### src/rtl/pwm_channel_if.sv
// pwm_channel_if
// Bundles the register-write bus, the divider tick and the PWM outputs of one
// PWM channel. clk and rst_n are kept as plain ports on the modules.
//
// Signals:
//   tick        count enable from the clock divider, one clk wide
//   wr          register write strobe, one clk wide
//   addr        register select: 0 period, 1 duty, 2 control, 3 unused
//   wdata       write data; control uses bit0 = enable, bit1 = polarity
//   pwm_out     registered PWM waveform
//   period_done one-cycle pulse one clk after each period wrap
//
// Modports:
//   master  drives tick/wr/addr/wdata, observes the outputs (bus owner, bench)
//   slave   the PWM channel itself
interface pwm_channel_if #(
    parameter int WIDTH = 8
);
    logic             tick;
    logic             wr;
    logic [1:0]       addr;
    logic [WIDTH-1:0] wdata;
    logic             pwm_out;
    logic             period_done;

    modport master (
        output tick,
        output wr,
        output addr,
        output wdata,
        input  pwm_out,
        input  period_done
    );

    modport slave (
        input  tick,
        input  wr,
        input  addr,
        input  wdata,
        output pwm_out,
        output period_done
    );
endinterface

### src/rtl/pwm_channel.sv
// pwm_channel
// Single PWM output stage fed by the clock divider's one-cycle tick.
// A WIDTH-bit period counter advances on each tick while enabled and wraps
// after period_act + 1 ticks. Period and duty are double buffered: bus writes
// land in pending shadows and are copied to the active registers only at a
// wrap (or continuously while disabled), so a running period never glitches.
// Enable and polarity take effect on the edge after they are written.
//
// Ports:
//   clk    system clock (shared with the divider)
//   rst_n  synchronous active-low reset, priority over all bus activity
//   bus    pwm_channel_if slave modport (tick, wr, addr, wdata, pwm_out,
//          period_done)
module pwm_channel #(
    parameter int WIDTH = 8
) (
    input  logic          clk,
    input  logic          rst_n,
    pwm_channel_if.slave  bus
);

    localparam logic [1:0] ADDR_PERIOD  = 2'd0;
    localparam logic [1:0] ADDR_DUTY    = 2'd1;
    localparam logic [1:0] ADDR_CONTROL = 2'd2;

    localparam logic [WIDTH-1:0] CNT_ZERO = {WIDTH{1'b0}};
    localparam logic [WIDTH-1:0] CNT_ONE  = {{(WIDTH-1){1'b0}}, 1'b1};

    // Pending shadows written by the bus.
    logic [WIDTH-1:0] period_pend_q, period_pend_d;
    logic [WIDTH-1:0] duty_pend_q,   duty_pend_d;
    // Active values seen by the counter and comparator.
    logic [WIDTH-1:0] period_act_q,  period_act_d;
    logic [WIDTH-1:0] duty_act_q,    duty_act_d;
    // Control, effective immediately.
    logic             en_q,          en_d;
    logic             pol_q,         pol_d;
    // Period counter.
    logic [WIDTH-1:0] cnt_q,         cnt_d;
    // Registered outputs.
    logic             pwm_out_q,     pwm_out_d;
    logic             period_done_q, period_done_d;

    // Counter has reached the end of the active period.
    logic             at_end_s;
    // Counter is in the active part of the period (before polarity).
    logic             active_s;

    // Terminal-count and duty compare, plain unsigned WIDTH-bit arithmetic.
    always_comb begin
        at_end_s = (cnt_q == period_act_q);
        active_s = (cnt_q < duty_act_q);
    end

    // Next-state logic: bus writes, counting, shadow load and output compare.
    always_comb begin
        period_pend_d = period_pend_q;
        duty_pend_d   = duty_pend_q;
        period_act_d  = period_act_q;
        duty_act_d    = duty_act_q;
        en_d          = en_q;
        pol_d         = pol_q;
        cnt_d         = cnt_q;

        // Bus writes only touch the pending shadows and control.
        if (bus.wr) begin
            case (bus.addr)
                ADDR_PERIOD:  period_pend_d = bus.wdata;
                ADDR_DUTY:    duty_pend_d   = bus.wdata;
                ADDR_CONTROL: begin
                    en_d  = bus.wdata[0];
                    pol_d = bus.wdata[1];
                end
                default: begin
                    // addr 3 is unused; writes are dropped.
                    period_pend_d = period_pend_q;
                end
            endcase
        end else begin
            period_pend_d = period_pend_q;
        end

        // Counting uses the current en_q, so a control write on a tick edge
        // does not change how that tick is handled. Shadow loads read the
        // _q pending values, so a write on the wrap edge waits one period.
        if (en_q) begin
            if (bus.tick) begin
                if (at_end_s) begin
                    cnt_d        = CNT_ZERO;
                    period_act_d = period_pend_q;
                    duty_act_d   = duty_pend_q;
                end else begin
                    cnt_d = cnt_q + CNT_ONE;
                end
            end else begin
                cnt_d = cnt_q;
            end
        end else begin
            // Parked: counter at zero, active values track pending so that
            // enabling starts a clean period with the latest settings.
            cnt_d        = CNT_ZERO;
            period_act_d = period_pend_q;
            duty_act_d   = duty_pend_q;
        end

        // Output lags the counter by one clk; idle level is the polarity.
        if (en_q) begin
            pwm_out_d = active_s ^ pol_q;
        end else begin
            pwm_out_d = pol_q;
        end

        period_done_d = en_q & bus.tick & at_end_s;
    end

    // State register with synchronous active-low reset.
    always_ff @(posedge clk) begin
        if (!rst_n) begin
            period_pend_q <= CNT_ZERO;
            duty_pend_q   <= CNT_ZERO;
            period_act_q  <= CNT_ZERO;
            duty_act_q    <= CNT_ZERO;
            en_q          <= 1'b0;
            pol_q         <= 1'b0;
            cnt_q         <= CNT_ZERO;
            pwm_out_q     <= 1'b0;
            period_done_q <= 1'b0;
        end else begin
            period_pend_q <= period_pend_d;
            duty_pend_q   <= duty_pend_d;
            period_act_q  <= period_act_d;
            duty_act_q    <= duty_act_d;
            en_q          <= en_d;
            pol_q         <= pol_d;
            cnt_q         <= cnt_d;
            pwm_out_q     <= pwm_out_d;
            period_done_q <= period_done_d;
        end
    end

    assign bus.pwm_out     = pwm_out_q;
    assign bus.period_done = period_done_q;

endmodule

### src/flat_wrapper.sv
// flat-port wrapper written by rule: the top's interface ports become plain ports
module pwm_channel_flat 
#(
    parameter int WIDTH = 8
)
  (clk, rst_n, bus_tick, bus_wr, bus_addr, bus_wdata, bus_pwm_out, bus_period_done);
  pwm_channel_if #(.WIDTH(WIDTH)) bus_i ();
  input  logic clk;
  input  logic rst_n;
  input wire logic [$bits(bus_i.tick)-1:0] bus_tick;
  input wire logic [$bits(bus_i.wr)-1:0] bus_wr;
  input wire logic [$bits(bus_i.addr)-1:0] bus_addr;
  input wire logic [$bits(bus_i.wdata)-1:0] bus_wdata;
  output wire logic [$bits(bus_i.pwm_out)-1:0] bus_pwm_out;
  output wire logic [$bits(bus_i.period_done)-1:0] bus_period_done;
  assign bus_i.tick = bus_tick;
  assign bus_i.wr = bus_wr;
  assign bus_i.addr = bus_addr;
  assign bus_i.wdata = bus_wdata;
  assign bus_pwm_out = bus_i.pwm_out;
  assign bus_period_done = bus_i.period_done;
  pwm_channel #(.WIDTH(WIDTH)) u_core (.clk(clk), .rst_n(rst_n), .bus(bus_i));
endmodule
### config.mk
export PLATFORM = sky130hd
export DESIGN_NAME = pwm_channel_flat
export DESIGN_NICKNAME = d
export VERILOG_FILES = /design/src/rtl/pwm_channel_if.sv /design/src/rtl/pwm_channel.sv /design/src/flat_wrapper.sv
export SDC_FILE = /design/constraint.sdc
export NUM_CORES = 1
export LEC_CHECK = 0
export CAP_MARGIN = 15
export CELL_PAD_IN_SITES_DETAIL_PLACEMENT = 2
export CELL_PAD_IN_SITES_GLOBAL_PLACEMENT = 2
export CORE_MARGIN = 5
export CORE_UTILIZATION = 37
export CTS_BUF_LIST = sky130_fd_sc_hd__clkbuf_4 sky130_fd_sc_hd__clkbuf_8
export DETAILED_ROUTE_END_ITERATION = 7
export GPL_TIMING_DRIVEN = 0
export PLACE_DENSITY = 0.9
export SYNTH_ARGS = -nofsm -noshare
export SYNTH_HDL_FRONTEND = slang
export SYNTH_SLANG_ARGS = --single-unit
### constraint.sdc
create_clock -name clk -period 1.86 [get_ports clk]
set_input_delay 0.558 -clock clk [delete_from_list [all_inputs] [get_ports clk]]
set_output_delay 0.558 -clock clk [all_outputs]
set_load 0.01 [all_outputs]
==> qor.yml <==
r2r_end: "u_core.period_act_q[1]$_SDFFE_PN0P_"
cts_max_level: 2
grt_overflow: 0
path_max_fanout: 5
final_cells: 376
drt_iter0_drc: 145
ys.warnings.count: 0
drtAntennaViolNets: 0
numCtsBuffers: 5
start_util: 0.3757
design.core.area_mm2: 0.006277
skew_ps: 7.019
grt_max_degree: 14
final_common_cell: "dfxtp_1"
synth_enable_flop_cells: 0
finalSetupTns_ps: 0
yosys.area_share.simple: 0.2716
synth_compound_area_frac: 0.1188
synth_top_family_by_area: "simple AND/OR/NAND/NOR gates"
fin_crit_sh: 0.9617
status: "finished, final reports clean"
die_x_um: 89.84
postSynthCellCount: 273
period_needed_ps: 1789
synth_seq_cells: 44
rr_worst_depth: 6
max-slew-margin-rel: 0.6124
syn-cell-area_mm2: 0.002359
via_count: 2206
wire_per_inst_um: 21.72
synthArstFlopShare: 0
drc_errors: 0
placementRows: 29
insertion_delay_ps: 300
timing.rr.start: "u_core.period_act_q[5]$_SDFFE_PN0P_"
rsz0062_at_grt: "true"
r2r_slack_ps: 70
drv_cap: 0
cp.arrival_ps: 2040
irDropWorstVdd_mv: 0.3156
root_buffer: "clkbuf_8"
setup_viol: 0
nNetsFinal: 320
layout-drive-gt1-share: 0.1472
crit_type: "reg2reg"
synth_fa_ha_area_frac: 0.04244
port_buffers: 13
area_delta_synth_final_pct: 20.64
track_usage: 0.2012
final_cell_mix: "37 x dfxtp_1, 22 x nand2_1, 19 x mux2i_1"
dieArea_mm2: 0.008071
cp-end-kind: "flip-flop"
synth_ff_type: "dfxtp_1"
crit_required_ps: 2110
cts_sinks: 44
p_leak_nw: 1.116
worstSetupEndpoint: "u_core.period_act_q[1]$_SDFFE_PN0P_"
synth-xor-area-share: 0.05570
cts.path.max_buffers: 2
holdBufCountCts: 0
grt_pass1_vias: 2517
antenna_found_initial: 0
yosysSeqAreaShare: 0.3735
worst_pin_slew_ps: 579.6
dp_hpwl_mm: 5.634
totalWireLength_mm: 8.168
tritoncts: "done"
grt_pass1_wl_mm: 13.17
finalMaxSlewViolations: 0
cp-start-kind: "flip-flop"
cellPowerDensity_mw_per_mm2: 728.7
muxShareOfSynthArea: 0.08541
cp-startpoint: "u_core.period_act_q[5]$_SDFFE_PN0P_"
post_synth.cell_area_avg_um2: 8.639
io_pins: 16
hold_viol_final: 0
vias_per_cell: 5.867
clkTransAtPathRegs_ps: 90
dp_cells: 363
fmax_mhz: 559.0
die_height_um: 89.84
num_antenna_cells: 0
synth_nets: 295
gp_congestion: 0.8072
synth_cell_types: 33
hold_class: "reg2reg"
detailedRoute.firstPassIterationCount: 4
==> how the worst min path moves through the flow <==
stage | from | to | slack, ps | depth (start not counted)
after CTS | u_core.period_pend_q[5]$_SDFFE_PN0P_ | u_core.period_act_q[5]$_SDFFE_PN0P_ | 560 | 2
after global routing | u_core.period_pend_q[4]$_SDFFE_PN0P_ | u_core.period_act_q[4]$_SDFFE_PN0P_ | 590 | 2
final | u_core.period_pend_q[4]$_SDFFE_PN0P_ | u_core.period_act_q[4]$_SDFFE_PN0P_ | 560 | 2
after floorplan | u_core.period_pend_q[4]$_SDFFE_PN0P_ | u_core.period_act_q[4]$_SDFFE_PN0P_ | 500 | 2
after detailed placement | u_core.period_pend_q[5]$_SDFFE_PN0P_ | u_core.period_act_q[5]$_SDFFE_PN0P_ | 540 | 2
after global placement | u_core.period_pend_q[5]$_SDFFE_PN0P_ | u_core.period_act_q[5]$_SDFFE_PN0P_ | 530 | 2
==> kinds of logic (layout without fill, tap and decap cells) <==
kind of cell / count (synthesis) / in the layout
fa+ha+maj: 8 / 8
flops: 44 / 44
simple gates: 115 / 115
mux: 20 / 20
compound gates: 39 / 39
xor+xnor: 15 / 15
buf+inv: 32 / 58
==> through the flow <==
stage	hold WS [ps]	instance area, um^2	setup WS, ps	utilization	total power [W]
global route	590.3	2845	-49.44	0.4533	0.002156
finish	560.4	2845	71.21	0.4533	0.002073
global placement	526.5	2585	-249.5	0.4118	0.001223
CTS	560.1	2765	-34.49	0.4405	0.002077
detailed placement	536.7	2585	-314.2	0.4118	0.001237
floorplan	498.0	2359	167.2	-	0.001135
==> state kept, by name (all words and copies together) (netlist names) <==
| register | cells |
|---|---|
| u_core.duty_pend_q | 8 |
| u_core.bus.period_done | 1 |
| u_core.period_act_q | 8 |
| u_core.bus.pwm_out | 1 |
| u_core.period_pend_q | 8 |
| u_core.pol_q | 1 |
| u_core.en_q | 1 |
| u_core.cnt_q | 8 |
| u_core.duty_act_q | 8 |
==> timing repair <==
action	in CTS	in global routing
pin swaps	1	5
gates resized for setup	10	27
setup endpoints to repair	22	34
buffers inserted	3	3
==> cell usage after synthesis (10+ instances only) <==
cell / count / share of area
a32oi_1: 16 / 0.059
and3_1: 16 / 0.042
clkbuf_1: 19 / 0.030
dfxtp_1: 44 / 0.37
mux2i_1: 19 / 0.081
nand2_1: 23 / 0.037
nand3_1: 18 / 0.038
nor2_1: 10 / 0.016
nor2b_1: 18 / 0.048
o21ai_0: 17 / 0.036
or4_1: 17 / 0.054
xnor2_1: 12 / 0.045
==> report_power, final <==
group | switching, W | internal (W)
Combinational | 0.000153 | 0.000103
Clock | 0.000354 | 0.000475
Sequential | 0.0000244 | 0.000963
Total | 0.000532 | 0.00154
==> layout make-up <==
cell class              count  area [um^2]
flip-flops and latches     44        897.1
clock buffers               7        96.34
well taps                  77        96.34
clock inverters             1        30.03
inverters                   9        33.78
multi-input cells         197         1419
repair buffers             19        175.2
fillers                   692         3432
plain buffers              22        97.59
==> critical path: stages (launching register included) <==
cell	delay [ps]
dfxtp_1	410
xnor2_2	140
nand4_1	250
buf_4	220
buf_4	140
or4_4	490
nand3_2	80
==> layer usage <==
layer  part of all wire  vias up  track usage
li1                   -     1036            -
met1               0.44     1126       0.2393
met2               0.51       35       0.3476
met3              0.030        9      0.03673
met4              0.020        0      0.09320
met5                  0        -            0
(Power assumes the default switching activity.)
